## config.mk

```make
export PLATFORM = sky130hd
export DESIGN_NAME = i2s_tx_serializer
export DESIGN_NICKNAME = d
export VERILOG_FILES = /design/src/rtl/i2s_tx_serializer.sv
export SDC_FILE = /design/constraint.sdc
export NUM_CORES = 1
export LEC_CHECK = 0
export BUFFER_PORTS_ARGS = -buffer_cell sky130_fd_sc_hd__buf_2
export CAP_MARGIN = 20
export CORE_MARGIN = 5
export CORE_UTILIZATION = 45
export DETAILED_ROUTE_END_ITERATION = 10
export SLEW_MARGIN = 15
export SYNTH_ARGS = -nofsm -noshare
export SYNTH_HDL_FRONTEND = slang
export SYNTH_SLANG_ARGS = --single-unit
export TNS_END_PERCENT = 1
```

## constraint.sdc

```tcl
create_clock -name clk -period 2.24 [get_ports clk]
set_input_delay 0.112 -clock clk [delete_from_list [all_inputs] [get_ports clk]]
set_output_delay 0.112 -clock clk [all_outputs]
set_load 0.02 [all_outputs]
```

## src/rtl/i2s_tx_serializer.sv

```systemverilog
// I2S playback transmitter: stereo pairs from a small FIFO shifted out MSB-first,
// one BCLK after each LRCLK edge. BCLK/LRCLK are oversampled in the clk domain.
//
// state     | meaning
// IDLE      | disabled, output held 0, load arms cleared
// WAIT_LEFT | enabled, waiting for an LRCLK 1->0 boundary so output starts on a left slot
// RUN       | shifting samples out on each BCLK fall
module i2s_tx_serializer #(
  parameter int DATA_W     = 24,
  parameter int FIFO_DEPTH = 4
) (
  input  logic                          clk,
  input  logic                          reset_n,
  input  logic                          enable,
  input  logic                          s_valid,
  output logic                          s_ready,
  input  logic [DATA_W-1:0]             s_left,
  input  logic [DATA_W-1:0]             s_right,
  input  logic                          bclk_in,
  input  logic                          lrclk_in,
  output logic                          sdata_out,
  output logic                          underrun,
  input  logic                          underrun_clr,
  output logic [$clog2(FIFO_DEPTH):0]   fifo_level
);

  localparam int PTR_W = $clog2(FIFO_DEPTH);
  localparam int LVL_W = PTR_W + 1;

  typedef enum logic [1:0] {IDLE, WAIT_LEFT, RUN} state_t;

  state_t state, state_nxt;

  logic bclk_m, bclk_s, bclk_d;
  logic lrclk_m, lrclk_s, lr_prev;
  logic bclk_rise, bclk_fall, left_edge, right_edge;

  logic load_left, load_right;
  logic run_fall, do_left, do_right;
  logic [DATA_W-1:0] shift_reg, shift_nxt, right_hold;

  logic [2*DATA_W-1:0] mem [FIFO_DEPTH];
  logic [PTR_W-1:0]    wr_ptr, rd_ptr;
  logic [2*DATA_W-1:0] rd_data;
  logic                fifo_empty, push, pop;

  // Synchronisers and BCLK edge detect; LRCLK is only looked at on BCLK rise.
  always_ff @(posedge clk or negedge reset_n) begin
    if (!reset_n) begin
      bclk_m  <= 1'b0;
      bclk_s  <= 1'b0;
      bclk_d  <= 1'b0;
      lrclk_m <= 1'b0;
      lrclk_s <= 1'b0;
      lr_prev <= 1'b0;
    end else begin
      bclk_m  <= bclk_in;
      bclk_s  <= bclk_m;
      bclk_d  <= bclk_s;
      lrclk_m <= lrclk_in;
      lrclk_s <= lrclk_m;
      if (bclk_rise) lr_prev <= lrclk_s;
    end
  end

  assign bclk_rise  = bclk_s & ~bclk_d;
  assign bclk_fall  = ~bclk_s & bclk_d;
  assign left_edge  = bclk_rise & lr_prev & ~lrclk_s;
  assign right_edge = bclk_rise & ~lr_prev & lrclk_s;

  always_ff @(posedge clk or negedge reset_n) begin
    if (!reset_n) state <= IDLE;
    else          state <= state_nxt;
  end

  always_comb begin
    state_nxt = state;
    run_fall  = 1'b0;
    case (state)
      IDLE:      if (enable) state_nxt = WAIT_LEFT;
      WAIT_LEFT: if (left_edge) state_nxt = RUN;
      RUN:       run_fall = bclk_fall & enable;
      default:   state_nxt = IDLE;
    endcase
    if (!enable) state_nxt = IDLE;
  end

  // Left load has priority; both arms can never be pending on a single fall in a sane frame.
  assign do_left  = run_fall & load_left;
  assign do_right = run_fall & ~load_left & load_right;

  assign fifo_empty = (fifo_level == '0);
  assign s_ready    = (fifo_level != LVL_W'(FIFO_DEPTH));
  assign push       = s_valid & s_ready;
  assign pop        = do_left & ~fifo_empty;
  assign rd_data    = mem[rd_ptr];

  always_comb begin
    shift_nxt = {shift_reg[DATA_W-2:0], 1'b0};
    if (do_left)       shift_nxt = fifo_empty ? '0 : rd_data[2*DATA_W-1:DATA_W];
    else if (do_right) shift_nxt = right_hold;
  end

  always_ff @(posedge clk or negedge reset_n) begin
    if (!reset_n) begin
      for (int i = 0; i < FIFO_DEPTH; i++) mem[i] <= '0;
      wr_ptr     <= '0;
      rd_ptr     <= '0;
      fifo_level <= '0;
    end else begin
      if (push) begin
        mem[wr_ptr] <= {s_left, s_right};
        wr_ptr      <= wr_ptr + PTR_W'(1);
      end
      if (pop) rd_ptr <= rd_ptr + PTR_W'(1);
      fifo_level <= fifo_level + LVL_W'(push) - LVL_W'(pop);
    end
  end

  always_ff @(posedge clk or negedge reset_n) begin
    if (!reset_n) begin
      load_left  <= 1'b0;
      load_right <= 1'b0;
      shift_reg  <= '0;
      right_hold <= '0;
      sdata_out  <= 1'b0;
    end else if (!enable || state == IDLE) begin
      load_left  <= 1'b0;
      load_right <= 1'b0;
      shift_reg  <= '0;
      sdata_out  <= 1'b0;
    end else if (state == WAIT_LEFT) begin
      load_left  <= left_edge;
      load_right <= 1'b0;
      sdata_out  <= 1'b0;
    end else begin
      if (left_edge)    load_left <= 1'b1;
      else if (do_left) load_left <= 1'b0;
      if (right_edge)    load_right <= 1'b1;
      else if (do_right) load_right <= 1'b0;
      // An empty FIFO at a left load sends a silent frame for both channels.
      if (do_left) right_hold <= fifo_empty ? '0 : rd_data[DATA_W-1:0];
      if (run_fall) begin
        shift_reg <= shift_nxt;
        sdata_out <= shift_nxt[DATA_W-1];
      end
    end
  end

  always_ff @(posedge clk or negedge reset_n) begin
    if (!reset_n)                 underrun <= 1'b0;
    else if (do_left & fifo_empty) underrun <= 1'b1;
    else if (underrun_clr)        underrun <= 1'b0;
  end

endmodule
```

**Word level (Yosys, flattened, before mapping)**

Cells that the tools add are included.

- $add $sub $neg: 4
- Multiply operators: 0
- Div/mod/pow operators: 0
- Order comparisons: 3
- Eq/ne operators: 6
- Shifts and indexed selects: 0
- Muxes and demuxes: 30
- Bitwise logic cells: 23
- Reduce and logical (&&, ||, !) cells: 13

Operator list:

| operator | count |
|---|---|
| 192-bit bitwise mux | 1 |
| 48-bit two-way mux | 3 |
| 48-bit binary-select mux with 2-bit select | 1 |
| 48-bit demux with 2-bit select | 1 |
| 24-bit two-way mux | 4 |
| 23-bit two-way mux | 3 |
| 1-bit two-way mux | 14 |
| 1-bit AND | 13 |
| 1-bit inverter | 8 |
| 4-bit nonzero test | 2 |
| 3-bit >= comparator (second input constant) | 2 |
| 3-bit inequality test (second input constant) | 2 |
| 2-bit inverter with 3-bit output | 2 |
| 2-bit case mux with 3 select lines | 1 |
| 2-bit by 1-bit adder with 2-bit output (second input constant) | 2 |
| 2-bit two-way mux | 2 |
| 2-bit inequality test (second input constant) | 2 |
| 2-bit AND reduction | 2 |
| 2-bit nonzero test | 2 |
| 3-bit by 1-bit adder with 3-bit output | 1 |
| 3-bit logical NOT | 1 |
| 3-bit by 1-bit less-than comparator with 1-bit output (second input constant) | 1 |
| 3-bit AND reduction | 1 |
| 3-bit nonzero test | 1 |
| other kinds (7) | 7 |

- Register bits: 258
- Latch bits: 0
- Bits in writable memories: 0
- Memory bits (read-only): 0
- Output and inout port bits: 6
- Memories kept: 0

**Depth between registers and ports, before layout**

Gate-level depths: netlist (run 1).

- Depth in word-level cells: 11
- Depth in mapped cells: 11
- Gate-level depth less buffers: 9

**Worst setup path after synthesis (run 1)**

Ideal clock, no wire load.

- Kind: register to register
- Start point: register fifo_level[2]
- End point: register fifo_level[2]
- Setup time: 134 ps
- Arrival time: 2451 ps
- Required time: 2106 ps
- Path slack: -345 ps
- Stages on the path, launching flop included: 12
- Path buffers: 2
- Period minus slack after synthesis: 2585 ps
- Cells stage by stage: dfrtp_1 > or3_1 > buf_6 > nand4_4 > inv_4 > buf_6 > ha_1 > inv_1 > ha_1 > fa_1 > xor2_1 > xnor2_1

- Longest elaborated chain between the ends: 4
- Elaborated cells between the ends (all ways): 7
- Those cells by class: add/sub (2); eq/ne (1); bitwise (3); reduce/logical (1)

Ends and longest elaborated chain:

| item | line | RTL |
|---|---|---|
| start: declaration | 24 | `output logic [$clog2(FIFO_DEPTH):0] fifo_level` |
| start signal: assignment | 116 | `fifo_level <= fifo_level + LVL_W'(push) - LVL_W'(pop);` |
| 3-bit logical NOT | 92 | `assign fifo_empty = (fifo_level == '0);` |
| 1-bit inverter | 95 | `assign pop = do_left & ~fifo_empty;` |
| 1-bit AND | 95 |  |
| named net pop | 45 | `logic fifo_empty, push, pop;` |
| 3-bit by 1-bit subtractor with 3-bit output | 116 |  |

The timed path passes the listed nets, and every way through them passes these cells.
A chain may end at the register's enable or synchronous reset.

**Worst setup path after layout (run 1)**

- Start point: register fifo_level[0]
- End point: register fifo_level[2]

- Longest elaborated chain between the ends: 4
- Elaborated cells between the ends (all ways): 7
- Those cells by class: add/sub (2); eq/ne (1); bitwise (3); reduce/logical (1)

Ends and longest elaborated chain:

| item | line |
|---|---|
| 3-bit inequality test / 3-bit logical NOT (equally long branches) | 93, 92 |
| 1-bit AND / 1-bit inverter (equally long branches) | 94, 95 |
| 3-bit by 1-bit adder with 3-bit output / 1-bit AND (equally long branches) | 116, 95 |
| 3-bit by 1-bit subtractor with 3-bit output (*) | 116 |

Mark *: on every way between the ends. The rest lies on a longest branch, timed or not.

==> results.toml, run 1 <==
[global_routing]
antenna_found_initial = 0
grt_pass1_vias = 7391
grt.total_usage = 0.182
gr-total-overflow = 0
grt_first_pass_wirelength_um = 41400
grt_max_degree = 71

[layout]
seqCellArea_um2 = 6460
instances_no_fill = 1222
num_antenna_cells = 0
final_cell_mix = "dfrtp_1, mux2_2, buf_2"
layout_commonest_cell = "dfrtp_1"
largest_reg_flops = 192
multi_input_area_um2 = 4540
final_util = 0.542
drive_above_1_share = 0.416
nFillCells = 2061
area_growth_pct = 19.7
final_cell_area_um2 = 13500
nets = 934

[timing]
fmax_ghz = 0.462
finalHoldViolations = 0
fin_hold_ws_ns = 0.114
max_slew_margin = 0.639
layout_min_cycle_time_ns = 2.16
setup_slack_ns = 0.0768
tightest_slew_ns = 0.534
rsz0062_at_grt = "false"
tns_ns = 0
fin_crit_sh = 0.966
slew_violations = 0
setup_viol = 0
fin_skew_ns = 0.0173

[synthesis]
syn_area_um2 = 11300
ys_seq_elements = 258
synth_cells = 751
syn-num-nets = 813
synth_area_per_cell_um2 = 15.1
ys_types = 35
synth_edf_count = 0
seq_area_frac_synth = 0.571
ys_warn_count = 0
async_flop_share = 1.00
ys.flop_type = "dfrtp_1"

[clock_tree]
worstSkewPairLatency_ns = 0.54
clockBufferDepth = 3
cts_made_buffers = 29
post_cts_buffers = 0
path_clk_slew_ns = 0.06
cts_tree = "built"
clockRootBuffer = "clkbuf_16"
cts_sinks = 258
htree_levels = 1

[place]
dpl_cell_area_um2 = 12100
place_ws_ns = 0.0155
place_inst = 1118
dp_hpwl_um = 16500
gp_congestion = 0.794
port_buffers = 60

[route]
wl_per_cell_um = 20.8
dr.pass1.iters = 5
viasPerCell = 5.47
antenna_left = 0
wl_um = 25500
drc = 0
dr_total_vias = 6689
drt-initial-drc-count = 359

[floorplanning]
die_y_um = 168
die_w_um = 168
die-area_um2 = 28400
num_rows = 58
start_util = 0.453
io_pins = 61
fp.coreArea_um2 = 25000

[critical_path]
start_kind = "flip-flop"
slowest_delay_ns = 0.40
path_buf_inv = 2
cp.arrival_ns = 2.58
path_cells = "or3_4 -> nand4_4 -> inv_4 -> ha_4 -> inv_1 -> ha_2 -> fa_2 -> xor2_1 -> xnor2_1"
cpMaxStageDelayCell = "dfrtp_2"
timing_worst_setup_path_type = "flip-flop to flip-flop"
critPathTopFamily = "adder cells"
r2r.worst_path.cells = 9
worst-path-stages = 9
crit_required_ns = 2.66
end_kind = "flip-flop"
path_max_fanout = 2

[outcome]
status = "complete, no violations"

[pwr]
p_leak_nw = 5.73
p_total_mw = 16.5
powerDensity_nw_per_um2 = 1220
ir_drop_v = 0.000738

[hold_path]
hold_path_class = "primary input to asynchronous set/reset pin"

[run]
maxCapViolCount = 0
## repair_timing
item | in CTS | in global routing
setup endpoints to repair | 0 | 1
hold endpoints to repair | 404 | 0
gates resized for setup | 0 | 1
hold buffers | 53 | 0
## layout make-up
class                           instances  share of cell area
Sequential cell                       258               0.478
Timing Repair Buffer                  142              0.0875
Multi-Input combinational cell        432               0.336
Tap cell                              330              0.0305
Clock inverter                          7             0.00684
Inverter                                9             0.00268
Clock buffer                           44              0.0593
## per-layer routing
layer	share of wire	track usage	wire length, um	vias up
li1	-	-	-	3009
met3	0.047	0.0343	1200	33
met1	0.44	0.253	11200	3519
met2	0.49	0.302	12500	128
met5	0	0	0	-
met4	0.019	0.0406	495	0
## synth_stat cells (3+ instances only)
master | n | share of area
nand2_1 | 58 | 0.019
a21oi_1 | 3 | 0.0013
mux4_2 | 48 | 0.096
nor2b_1 | 3 | 0.0017
xnor2_1 | 3 | 0.0023
dfrtp_1 | 258 | 0.57
o21ai_0 | 27 | 0.012
ha_1 | 6 | 0.0066
nor2_1 | 4 | 0.0013
clkbuf_1 | 15 | 0.0050
nor3_1 | 24 | 0.011
buf_2 | 20 | 0.0089
buf_6 | 8 | 0.0080
buf_1 | 3 | 0.0010
mux2_2 | 179 | 0.18
buf_4 | 6 | 0.0040
mux2_1 | 15 | 0.015
a221o_1 | 23 | 0.020
mux2i_1 | 23 | 0.020
inv_1 | 8 | 0.0027
## worst reg2reg max path, stage by stage (launching register included)
cell     delay, ns
dfrtp_2       0.40
or3_4         0.40
nand4_4       0.12
inv_4         0.05
ha_4          0.25
inv_1         0.04
ha_2          0.17
fa_2          0.35
xor2_1        0.15
xnor2_1       0.13
## path summary, 6_finish.rpt
kind / from / to / slack [ns]
max in group asynchronous: reset_n / mem[9]$_DFFE_PN0P_ / 1.36
min in group clk: s_valid / wr_ptr[0]$_DFFE_PN0N_ / 0.13
setup reg to reg: fifo_level[0]$_DFF_PN0_ / fifo_level[2]$_DFF_PN0_ / 0.08
hold / removal: reset_n / mem[27]$_DFFE_PN0P_ / 0.11
setup / recovery: fifo_level[0]$_DFF_PN0_ / fifo_level[2]$_DFF_PN0_ / 0.08
hold reg to reg: lrclk_m$_DFF_PN0_ / lrclk_s$_DFF_PN0_ / 0.36
## power breakdown
| part | switching, mW | internal, mW | leakage [nW] |
|---|---|---|---|
| sequential | 0.878 | 6.52 | 3.17 |
| clock | 1.82 | 2.68 | 0.436 |
| combinational | 1.85 | 2.72 | 2.12 |
| total | 4.55 | 11.9 | 5.73 |
## logic make-up (layout without fill, tap and decap cells)
| kind of cell | Yosys count | count (layout) | synth area share |
|---|---|---|---|
| multiplexers | 265 | 265 | 0.309 |
| flip-flops | 258 | 258 | 0.571 |
| AND/OR/NAND/NOR | 98 | 98 | 0.0402 |
| buffers and inverters | 61 | 202 | 0.0300 |
| AO/OA/AOI/OAI | 57 | 57 | 0.0371 |
| adder cells (fa/ha/maj) | 7 | 7 | 0.00841 |
| XOR/XNOR | 5 | 5 | 0.00387 |
Power figures use the tool's default switching activity.
==> run 2: changes to the inputs <==
RECOVER_POWER = 100   (was default)
==> results.toml, run 2 (synthesized netlist as in run 1, its figures left out) <==
[route]
drt-initial-drc-count = 347
wl_um = 25400
top_layer = "met4"
met2_length_um = 12500
wl_per_cell_um = 20.8
viasPerCell = 5.44
drt-met1-wl_um = 11400
route.met3.wl_um = 1090
drc = 0
antenna_left = 0
dr.pass1.iters = 4
dr_total_vias = 6649

[layout]
final_util = 0.538
drive_above_1_share = 0.404
area_growth_pct = 18.9
layout_commonest_cell = "dfrtp_1"
num_antenna_cells = 0
final_cell_area_um2 = 13400
final_cell_mix = "dfrtp_1, mux2_2, nand2_1"
instances_no_fill = 1222
largest_reg_flops = 192
nets = 934

[hold_path]
whs_endpoint = "wr_ptr[0]$_DFFE_PN0N_"
worstHoldStart = "s_valid"
hold_path_class = "primary input to flip-flop"
whs_path_depth = 4

[place]
gp_congestion = 0.794
dpl_cell_area_um2 = 12100
port_buffers = 60
dp_hpwl_um = 16500
place_ws_ns = 0.0155
place_inst = 1118

[timing]
slew_violations = 61
fin_skew_ns = 0.0153
setup_viol = 0
tns_ns = 0
finalHoldViolations = 0
fmax_ghz = 0.462
layout_min_cycle_time_ns = 2.16
fin_crit_sh = 0.966
max_slew_margin = -0.0662
fin_hold_ws_ns = 0.204
tightest_slew_ns = 1.60
setup_slack_ns = 0.0769
rsz0062_at_grt = "false"

[critical_path]
r2r.worst_path.cells = 9
start_kind = "flip-flop"
path_max_fanout = 2
r2r-start = "fifo_level[0]$_DFF_PN0_"
timing_worst_setup_path_type = "flip-flop to flip-flop"
ff2ff_setup_slack_ns = 0.08
worstReg2RegEnd = "fifo_level[2]$_DFF_PN0_"
crit_required_ns = 2.66
end_kind = "flip-flop"
cp.arrival_ns = 2.58

[clock_tree]
path_clk_slew_ns = 0.06
htree_levels = 1
clockRootBuffer = "clkbuf_16"
worstSkewPairLatency_ns = 0.54
cts_sinks = 258
post_cts_buffers = 0
cts_made_buffers = 29
clockBufferDepth = 3
cts_tree = "built"

[pwr]
p_sw_frac = 0.276
pwr-share-clk = 0.274
ir_drop_v = 0.000731
powerDensity_nw_per_um2 = 1220
p_int_mw = 11.9
p_seq_frac = 0.451
p_leak_nw = 5.67
p_switching_mw = 4.53
p_comb_frac = 0.275
p_total_mw = 16.4

[floorplanning]
die-area_um2 = 28400
start_util = 0.453
die_y_um = 168
num_rows = 58
io_pins = 61
fp.coreArea_um2 = 25000
die_w_um = 168

[global_routing]
antenna_found_initial = 0
grt_first_pass_wirelength_um = 41400
grt.total_usage = 0.182
gr-total-overflow = 0
grt_max_degree = 71
grt_pass1_vias = 7391

[outcome]
status = "finished, violations left"
violations = "capacitance limit, slew limit"

[run]
maxCapViolCount = 1
[run 2: final cells by class]
class	instances	area, um2
multi-input combinational	432	4530
clock inverter	7	92.6
clock buffer	44	802
inverter	9	36.3
tap	330	413
timing repair buffer	142	1100
fill	2070	11500
sequential	258	6460
[run 2: repair_timing]
action / CTS / global route
resized for setup: 0 / 1
endpoints found under the hold margin: 404 / 0
endpoints found under the setup margin: 0 / 1
hold buffers: 53 / 0
[run 2: routing by layer]
layer | global-route usage | vias up
li1 | - | 3010
met2 | 0.302 | 105
met4 | 0.0406 | 0
met1 | 0.253 | 3505
met5 | 0 | -
met3 | 0.0343 | 29
[run 2: how the worst max path moves through the flow]
| stage | startpoint | end | slack (ns) |
|---|---|---|---|
| 3_5_place_dp | fifo_level[0]$_DFF_PN0_ | fifo_level[2]$_DFF_PN0_ | 0.02 |
| 6_report | fifo_level[0]$_DFF_PN0_ | fifo_level[2]$_DFF_PN0_ | 0.08 |
| 4_1_cts | fifo_level[0]$_DFF_PN0_ | fifo_level[2]$_DFF_PN0_ | 0.002 |
| 5_1_grt | fifo_level[0]$_DFF_PN0_ | fifo_level[2]$_DFF_PN0_ | 0.004 |
| 3_3_place_gp | fifo_level[0]$_DFF_PN0_ | fifo_level[2]$_DFF_PN0_ | 0.08 |
| 2_1_floorplan | fifo_level[0]$_DFF_PN0_ | fifo_level[2]$_DFF_PN0_ | -0.21 |
[run 2: critical path, cell delays in order (launching register included)]
cell and delay (ns):
dfrtp_2 0.40, or3_4 0.40, nand4_4 0.12, inv_4 0.05, ha_4 0.25, inv_1 0.03
ha_2 0.17, fa_2 0.35, xor2_1 0.15, xnor2_1 0.13
[run 2: power groups by stage]
stage	registers (mW)	logic [mW]	clock network, mW
after floorplan	7.19	3.39	0
after CTS	7.41	4.66	4.60
after detailed placement	7.48	4.57	0
after global routing	7.61	4.90	4.81
final	7.40	4.51	4.50
after global placement	7.26	4.33	0
